`src/rtl/mult_pkg.sv`:
```
// Shared definitions for the iterative multiplier: op and state encodings
// plus the legality check for the per-cycle multiplier width.
package mult_pkg;

    localparam int RD_W = 5;

    typedef enum logic [1:0] {
        MULT_MUL    = 2'b00,
        MULT_MULH   = 2'b01,
        MULT_MULHSU = 2'b10,
        MULT_MULHU  = 2'b11
    } mult_op_e;

    typedef enum logic [1:0] {
        ST_IDLE = 2'b00,
        ST_CALC = 2'b01,
        ST_DONE = 2'b10
    } mult_state_e;

    function automatic logic bpc_legal(input int bpc);
        case (bpc)
            1, 2, 4, 8: bpc_legal = 1'b1;
            default:    bpc_legal = 1'b0;
        endcase
    endfunction

endpackage

```
`src/rtl/mult_iter_unit_if.sv`:
```
// Request/response bundle between the EX stage and the iterative multiplier.
interface mult_iter_unit_if #(parameter int DATA_W = 64);
    import mult_pkg::*;

    logic              start;
    logic              flush;
    logic [1:0]        op;
    logic [DATA_W-1:0] operand_a;
    logic [DATA_W-1:0] operand_b;
    logic [RD_W-1:0]   rd_in;
    logic              busy;
    logic              stall_req;
    logic              done;
    logic [DATA_W-1:0] result;
    logic [RD_W-1:0]   rd_out;

    modport master (
        output start, flush, op, operand_a, operand_b, rd_in,
        input  busy, stall_req, done, result, rd_out
    );

    modport slave (
        input  start, flush, op, operand_a, operand_b, rd_in,
        output busy, stall_req, done, result, rd_out
    );

endinterface

```
`src/rtl/mult_iter_unit_step.sv`:
```
// One shift-add iteration: adds mag_a times the low multiplier chunk into the
// upper half of the accumulator, then shifts accumulator and multiplier right.
module mult_step #(
    parameter int DATA_W         = 64,
    parameter int BITS_PER_CYCLE = 4
) (
    input  logic [2*DATA_W-1:0] acc,
    input  logic [DATA_W-1:0]   mag_a,
    input  logic [DATA_W-1:0]   mul_b,
    output logic [2*DATA_W-1:0] acc_next,
    output logic [DATA_W-1:0]   mul_b_next
);
    localparam int SUM_W = DATA_W + BITS_PER_CYCLE;

    logic [BITS_PER_CYCLE-1:0] chunk_s;
    logic [SUM_W-1:0]          pp_s;
    logic [SUM_W-1:0]          sum_s;

    // The upper half never exceeds DATA_W+BITS_PER_CYCLE bits, so no carry is lost
    always_comb begin
        chunk_s    = mul_b[BITS_PER_CYCLE-1:0];
        pp_s       = {{BITS_PER_CYCLE{1'b0}}, mag_a} * {{DATA_W{1'b0}}, chunk_s};
        sum_s      = {{BITS_PER_CYCLE{1'b0}}, acc[2*DATA_W-1:DATA_W]} + pp_s;
        acc_next   = {sum_s, acc[DATA_W-1:BITS_PER_CYCLE]};
        mul_b_next = mul_b >> BITS_PER_CYCLE;
    end

endmodule

```
`src/rtl/mult_iter_unit.sv`:
```
// Iterative MUL/MULH/MULHSU/MULHU unit: unsigned shift-add on magnitudes with a
// final conditional negate, fixed latency, start/busy/done handshake.
module mult_iter_unit
    import mult_pkg::*;
#(
    parameter int DATA_W         = 64,
    parameter int BITS_PER_CYCLE = 4
) (
    input  logic             clk,
    input  logic             arst_n,
    input  logic             enable,
    mult_iter_unit_if.slave  bus
);
    localparam int ITER  = DATA_W / BITS_PER_CYCLE;
    localparam int CNT_W = (ITER > 1) ? $clog2(ITER) : 1;
    localparam logic [CNT_W-1:0] CNT_LAST = CNT_W'(ITER - 1);

    if (!bpc_legal(BITS_PER_CYCLE) || ((DATA_W % BITS_PER_CYCLE) != 0)) begin : g_bad_cfg
        $error("mult_iter_unit: illegal DATA_W / BITS_PER_CYCLE combination");
    end

    mult_state_e         state_r, state_s;
    logic [CNT_W-1:0]    cnt_r;
    logic                fin_r;
    logic [2*DATA_W-1:0] acc_r, acc_next_s, prod_s;
    logic [DATA_W-1:0]   b_r, b_next_s, mag_a_r, mag_a_s, mag_b_s, sel_s;
    logic                neg_r, neg_s, hi_sel_r, accept_s;
    logic [RD_W-1:0]     rd_r, rd_out_r;
    logic [DATA_W-1:0]   result_r;
    logic                done_r;
    mult_op_e            op_s;

    mult_step #(.DATA_W(DATA_W), .BITS_PER_CYCLE(BITS_PER_CYCLE)) u_step (
        .acc        (acc_r),
        .mag_a      (mag_a_r),
        .mul_b      (b_r),
        .acc_next   (acc_next_s),
        .mul_b_next (b_next_s)
    );

    // Operand sign correction and sign of the final product at capture time
    always_comb begin
        op_s     = mult_op_e'(bus.op);
        accept_s = (state_r == ST_IDLE) && bus.start && !bus.flush;
        if (((op_s == MULT_MULH) || (op_s == MULT_MULHSU)) && bus.operand_a[DATA_W-1]) begin
            mag_a_s = ~bus.operand_a + {{(DATA_W-1){1'b0}}, 1'b1};
        end else begin
            mag_a_s = bus.operand_a;
        end
        if ((op_s == MULT_MULH) && bus.operand_b[DATA_W-1]) begin
            mag_b_s = ~bus.operand_b + {{(DATA_W-1){1'b0}}, 1'b1};
        end else begin
            mag_b_s = bus.operand_b;
        end
        case (op_s)
            MULT_MULH:   neg_s = bus.operand_a[DATA_W-1] ^ bus.operand_b[DATA_W-1];
            MULT_MULHSU: neg_s = bus.operand_a[DATA_W-1];
            default:     neg_s = 1'b0;
        endcase
    end

    // The negate sits in the extra finalise cycle, off the shift-add path
    always_comb begin
        if (neg_r) begin
            prod_s = ~acc_r + {{(2*DATA_W-1){1'b0}}, 1'b1};
        end else begin
            prod_s = acc_r;
        end
        if (hi_sel_r) begin
            sel_s = prod_s[2*DATA_W-1:DATA_W];
        end else begin
            sel_s = prod_s[DATA_W-1:0];
        end
    end

    // Next-state logic
    always_comb begin
        state_s = state_r;
        case (state_r)
            ST_IDLE: begin
                if (accept_s) state_s = ST_CALC;
                else          state_s = ST_IDLE;
            end
            ST_CALC: begin
                if (bus.flush)  state_s = ST_IDLE;
                else if (fin_r) state_s = ST_DONE;
                else            state_s = ST_CALC;
            end
            ST_DONE: state_s = ST_IDLE;
            default: state_s = ST_IDLE;
        endcase
    end

    // State, datapath and output registers; enable low freezes everything
    always_ff @(posedge clk) begin
        if (!arst_n) begin
            state_r  <= ST_IDLE;
            cnt_r    <= '0;
            fin_r    <= 1'b0;
            acc_r    <= '0;
            b_r      <= '0;
            mag_a_r  <= '0;
            neg_r    <= 1'b0;
            hi_sel_r <= 1'b0;
            rd_r     <= '0;
            result_r <= '0;
            rd_out_r <= '0;
            done_r   <= 1'b0;
        end else if (enable) begin
            state_r <= state_s;
            done_r  <= (state_s == ST_DONE);
            if (accept_s) begin
                mag_a_r  <= mag_a_s;
                b_r      <= mag_b_s;
                neg_r    <= neg_s;
                hi_sel_r <= (op_s != MULT_MUL);
                rd_r     <= bus.rd_in;
                acc_r    <= '0;
                cnt_r    <= '0;
                fin_r    <= 1'b0;
            end else if ((state_r == ST_CALC) && !bus.flush) begin
                if (fin_r) begin
                    result_r <= sel_s;
                    rd_out_r <= rd_r;
                    fin_r    <= 1'b0;
                end else begin
                    acc_r <= acc_next_s;
                    b_r   <= b_next_s;
                    if (cnt_r == CNT_LAST) begin
                        cnt_r <= '0;
                        fin_r <= 1'b1;
                    end else begin
                        cnt_r <= cnt_r + CNT_W'(1'b1);
                    end
                end
            end
        end
    end

    assign bus.busy      = (state_r == ST_CALC) || (state_r == ST_DONE);
    assign bus.stall_req = accept_s || (state_r == ST_CALC);
    assign bus.done      = done_r;
    assign bus.result    = result_r;
    assign bus.rd_out    = rd_out_r;

endmodule

```
`src/flat_wrapper.sv`:
```
// flat-port wrapper written by rule: the top's interface ports become plain ports
module mult_iter_unit_flat import mult_pkg::*;
#(
    parameter int DATA_W         = 64,
    parameter int BITS_PER_CYCLE = 4
)
  (clk, arst_n, enable, bus_start, bus_flush, bus_op, bus_operand_a, bus_operand_b, bus_rd_in, bus_busy, bus_stall_req, bus_done, bus_result, bus_rd_out);
  mult_iter_unit_if #(.DATA_W(DATA_W)) bus_i ();
  input  logic clk;
  input  logic arst_n;
  input  logic enable;
  input wire logic [$bits(bus_i.start)-1:0] bus_start;
  input wire logic [$bits(bus_i.flush)-1:0] bus_flush;
  input wire logic [$bits(bus_i.op)-1:0] bus_op;
  input wire logic [$bits(bus_i.operand_a)-1:0] bus_operand_a;
  input wire logic [$bits(bus_i.operand_b)-1:0] bus_operand_b;
  input wire logic [$bits(bus_i.rd_in)-1:0] bus_rd_in;
  output wire logic [$bits(bus_i.busy)-1:0] bus_busy;
  output wire logic [$bits(bus_i.stall_req)-1:0] bus_stall_req;
  output wire logic [$bits(bus_i.done)-1:0] bus_done;
  output wire logic [$bits(bus_i.result)-1:0] bus_result;
  output wire logic [$bits(bus_i.rd_out)-1:0] bus_rd_out;
  assign bus_i.start = bus_start;
  assign bus_i.flush = bus_flush;
  assign bus_i.op = bus_op;
  assign bus_i.operand_a = bus_operand_a;
  assign bus_i.operand_b = bus_operand_b;
  assign bus_i.rd_in = bus_rd_in;
  assign bus_busy = bus_i.busy;
  assign bus_stall_req = bus_i.stall_req;
  assign bus_done = bus_i.done;
  assign bus_result = bus_i.result;
  assign bus_rd_out = bus_i.rd_out;
  mult_iter_unit #(.DATA_W(DATA_W), .BITS_PER_CYCLE(BITS_PER_CYCLE)) u_core (.clk(clk), .arst_n(arst_n), .enable(enable), .bus(bus_i));
endmodule
```
`config.mk`:
```
export PLATFORM = sky130hd
export DESIGN_NAME = mult_iter_unit_flat
export DESIGN_NICKNAME = d
export VERILOG_FILES = /design/src/rtl/mult_pkg.sv /design/src/rtl/mult_iter_unit_if.sv /design/src/rtl/mult_iter_unit_step.sv /design/src/rtl/mult_iter_unit.sv /design/src/flat_wrapper.sv
export SDC_FILE = /design/constraint.sdc
export NUM_CORES = 2
export LEC_CHECK = 0
export BUFFER_PORTS_ARGS = -buffer_cell sky130_fd_sc_hd__buf_2
export CELL_PAD_IN_SITES_DETAIL_PLACEMENT = 0
export CELL_PAD_IN_SITES_GLOBAL_PLACEMENT = 2
export CORE_MARGIN = 4
export CORE_UTILIZATION = 32
export CTS_BUF_LIST = sky130_fd_sc_hd__clkbuf_16
export CTS_CLUSTER_SIZE = 12
export DETAILED_ROUTE_END_ITERATION = 10
export PLACE_DENSITY = 0.76
export SYNTH_ARGS = -nofsm -noshare
export SYNTH_HDL_FRONTEND = slang
export SYNTH_SLANG_ARGS = --single-unit
```
`constraint.sdc`:
```
create_clock -name clk -period 12.04 [get_ports clk]
set_clock_uncertainty 0.05 [all_clocks]
set_input_delay 1.806 -clock clk [delete_from_list [all_inputs] [get_ports clk]]
set_output_delay 1.806 -clock clk [all_outputs]
set_load 0.005 [all_outputs]
```
==> flow_summary.yaml <==
routing:
  route.detailed.wl_per_inst_um: 21.0
  drtPass1Iterations: 5
  drt-total-wl_um: 109000
  drc: 0
  vias_per_inst: 5.20
  drtAntennaViolNets: 0
  detail_route.iter0.violations: 2231
  dr_total_vias: 26900
sta:
  final-max-slew-violation-count: 0
  setup_viol: 0
  tightestPinTransition_ps: 1150
  maxClockFrequency_ghz: 0.168
  fin_crit_share_pct: 49.4
  layout_min_cycle_time_ps: 5950
  final_hold_viol_count: 0
  rsz0062_at_grt: "no"
  tns_ps: 0
  max_slew_margin_pct: 23.3
grt:
  globalRouteTotalUtil_pct: 21.7
  grt_antenna_before_repair: 5
  grt_pass1_vias: 26300
  globalRoute.totalOverflow: 0
  largest_net_degree_at_the_start_of_global_routing: 196
  grt_first_pass_wirelength_um: 167000
synthesis:
  synth_compound_gate_area_share_pct: 21.5
  synth_fa_ha_area_share_pct: 16.2
  synth_seq_area_share_pct: 22.9
  synthesized_instance_count: 3852
  synth-main-ff-cell: "sky130_fd_sc_hd__dfxtp_1"
  dominant_combinational_cell_family_by_area_after_synthesis: "simple AND/OR/NAND/NOR gates"
  ys_seq_elements: 340
  synth_simple_gate_area_share_pct: 23.8
  post_synth_num_cell_types: 83
  synth-warning-count: 0
  synth_xor_area_share_pct: 7.06
  synth_nets: 4264
  synth-edff-count: 0
  post_synth.cell_area_avg_sq_um: 7.70
  post_synthesis_cell_area_sq_um: 29700
  postSynth.asyncResetShare_pct: 0
  yosys-mux-area-fraction_pct: 0.772
setup_path:
  type_of_element_capturing_the_critical_path: "register"
  slowest_stage: "sky130_fd_sc_hd__o21ai_0"
  critPathTopFamily: "adder cells"
  path_buf_inv: 3
  crit_path_max_incr_delay_ps: 690
  crit_type: "register to register"
  crit_arrival_ps: 6350
  list_of_cells_traversed_by_the_critical_path: "buf_4 > and2_1 > fa_1 > fa_1 > inv_1 > fa_1 > inv_1 > ha_1 > nand4_1 > nor4_1 > a221oi_1 > o21ai_0 > a41oi_1 > o21ai_0 > a21oi_1 > o31ai_1 > xnor2_1 > o21ai_0"
  crit_fanout: 64
  crit_required_ps: 12440
  setup.worst_path.start_class: "register"
final_layout:
  final_core_utilization_pct: 36.0
  finalNetCount: 4311
  final_common_cell: "sky130_fd_sc_hd__inv_1"
  area_growth_syn_to_layout_pct: 11.4
  drive_gt1_share_pct: 8.95
  layout_common_cells: "370 x sky130_fd_sc_hd__inv_1, 351 x sky130_fd_sc_hd__nand2_1, 338 x sky130_fd_sc_hd__dfxtp_1"
cts:
  cts_num_sinks: 340
  cts_tree: "done"
  cts.root.buffer_cell: "sky130_fd_sc_hd__clkbuf_16"
  tritoncts.num_buffers: 44
  ctsLongestPathBuffers: 3
  post_cts.repair.setup_buffers: 0
  cts_hold_buffers: 0
  post_cts_resized: 0
  cts.htree.levels: 2
  cts_clock_pin_slew_for_the_worst_setup_and_hold_paths_ps: 60
  clkLatencyLatePin_ps: 600
floorplan:
  fp.dieArea_sq_um: 97600
  fp.dieW_um: 312
  ios: 212
  die_h_um: 312
  design.core.area_sq_um: 91800
  start_util_pct: 32.3
  std_cell_rows: 111
status:
  run_status: "finished, final reports clean"
placement:
  placement.io_buffers: 211
  dp.final_hpwl_um: 82900
  globalplace.congestion: 0.896
power_and_ir_drop:
  worst_ir_drop_vdd_v: 0.0000882
  leakagePower_nw: 13.9
  total_power_consumption_of_the_routed_design_mw: 2.76
  power_per_cell_area_nw_per_um2: 83.7
hold_path:
  holdCritPathClass: "register to register"
run:
  max_cap_viol_count: 0
-- worst paths after layout --
kind	start	depth (start not counted)	endpoint	slack (ps)
min	u_core.bus.result[19]	2	u_core.bus.result[19]	400
min reg2reg	u_core.bus.result[19]	2	u_core.bus.result[19]	400
max	u_core.b_r[2]	18	u_core.acc_r[125]	6090
max reg2reg	u_core.b_r[2]	18	u_core.acc_r[125]	6090
-- worst reg2reg max path, cell delays in order (launching register included) --
cell                       delay [ps]
sky130_fd_sc_hd__dfxtp_1          320
sky130_fd_sc_hd__buf_4            440
sky130_fd_sc_hd__and2_1           280
sky130_fd_sc_hd__fa_1             450
sky130_fd_sc_hd__fa_1             550
sky130_fd_sc_hd__inv_1             50
sky130_fd_sc_hd__fa_1             490
sky130_fd_sc_hd__inv_1             50
sky130_fd_sc_hd__ha_1             450
sky130_fd_sc_hd__nand4_1          220
sky130_fd_sc_hd__nor4_1           500
sky130_fd_sc_hd__a221oi_1         140
sky130_fd_sc_hd__o21ai_0          140
sky130_fd_sc_hd__a41oi_1          140
sky130_fd_sc_hd__o21ai_0          690
sky130_fd_sc_hd__a21oi_1          280
sky130_fd_sc_hd__o31ai_1          340
sky130_fd_sc_hd__xnor2_1          150
sky130_fd_sc_hd__o21ai_0           80
-- layer usage --
layer | GRT usage (%) | vias up | part of all wire (%)
met4 | 6.10 | 6 | 2.9
met1 | 32.7 | 12700 | 50
met2 | 32.0 | 805 | 42
met3 | 2.94 | 162 | 5.5
met5 | 0 | - | 0.033
li1 | - | 13300 | -
-- per-stage QoR --
step | hold slack [ps] | instances | setup slack (ps) | instance area (sq um)
after floorplan | 368 | 3852 | 6850 | 29700
after global placement | 381 | 5096 | 6100 | 31700
after detailed placement | 389 | 5096 | 6040 | 31700
after CTS | 401 | 5178 | 6060 | 33000
after global routing | 411 | 5179 | 5510 | 33000
final | 398 | 5181 | 6090 | 33000
-- kinds of logic after synthesis --
group | count (synthesis)
buffers and inverters | 605
AO/OA/AOI/OAI | 979
adder cells (fa/ha/maj) | 272
flip-flops | 340
multiplexers | 21
AND/OR/NAND/NOR | 1396
XOR/XNOR | 239
-- synth_stat cells, types with 12 or more instances --
cell                       instances  area, sq um
sky130_fd_sc_hd__o211a_1          18          180
sky130_fd_sc_hd__nor4_1           35          219
sky130_fd_sc_hd__o31ai_1          44          330
sky130_fd_sc_hd__nand2_1         351         1320
sky130_fd_sc_hd__o21a_1           13         97.6
sky130_fd_sc_hd__a21o_1           36          270
sky130_fd_sc_hd__a211oi_1         90          676
sky130_fd_sc_hd__or4_1            23          173
sky130_fd_sc_hd__xor2_1          103          902
sky130_fd_sc_hd__o41ai_1          22          193
sky130_fd_sc_hd__o211ai_1         37          278
sky130_fd_sc_hd__xnor2_1         136         1190
sky130_fd_sc_hd__a21oi_1         242         1210
sky130_fd_sc_hd__nor3_1           87          435
sky130_fd_sc_hd__nand4_1          48          300
sky130_fd_sc_hd__o221ai_1         14          123
sky130_fd_sc_hd__nand2b_1         16          100
sky130_fd_sc_hd__a22o_1           14          123
sky130_fd_sc_hd__inv_1           360         1350
sky130_fd_sc_hd__or2_2            12         75.1
sky130_fd_sc_hd__ha_1             85         1060
sky130_fd_sc_hd__clkbuf_1        226          848
sky130_fd_sc_hd__buf_1            13         48.8
sky130_fd_sc_hd__nand3_1         150          751
sky130_fd_sc_hd__a31oi_1          36          225
sky130_fd_sc_hd__a21boi_0         87          653
sky130_fd_sc_hd__nor2_1          251          942
sky130_fd_sc_hd__o21ai_0         209         1050
sky130_fd_sc_hd__fa_1            187         3740
sky130_fd_sc_hd__or3_1            39          244
sky130_fd_sc_hd__nor2b_1          77          482
sky130_fd_sc_hd__mux2i_1          15          150
sky130_fd_sc_hd__o21bai_1         26          195
sky130_fd_sc_hd__and2_1          264         1650
sky130_fd_sc_hd__a22oi_1          20          150
sky130_fd_sc_hd__dfxtp_1         340         6810
-- flip-flops by register name (all words and copies together), names as in the netlist --
name,cells
u_core.mag_a_r,64
u_core.acc_r,128
u_core.hi_sel_r,1
u_core.neg_r,1
u_core.bus.result,64
u_core.bus.done,1
u_core.state_r,2
u_core.bus.rd_out,5
u_core.fin_r,1
u_core.cnt_r,4
u_core.b_r,64
u_core.rd_r,5
-- cell type report --
| type | count | area, sq um |
|---|---|---|
| multi-input combinational | 2907 | 20600 |
| antenna | 3 | 7.51 |
| inverter | 361 | 1360 |
| tap | 1243 | 1560 |
| sequential | 340 | 6810 |
| timing repair buffer | 245 | 1330 |
| clock inverter | 37 | 256 |
| fill | 9860 | 58800 |
| clock buffer | 45 | 1130 |
-- power breakdown --
group / switching, mW / total, mW / internal (mW)
clock: 0.561 / 1.28 / 0.723
combinational: 0.208 / 0.315 / 0.106
sequential: 0.0217 / 1.17 / 1.14
(Power assumes the default switching activity.)
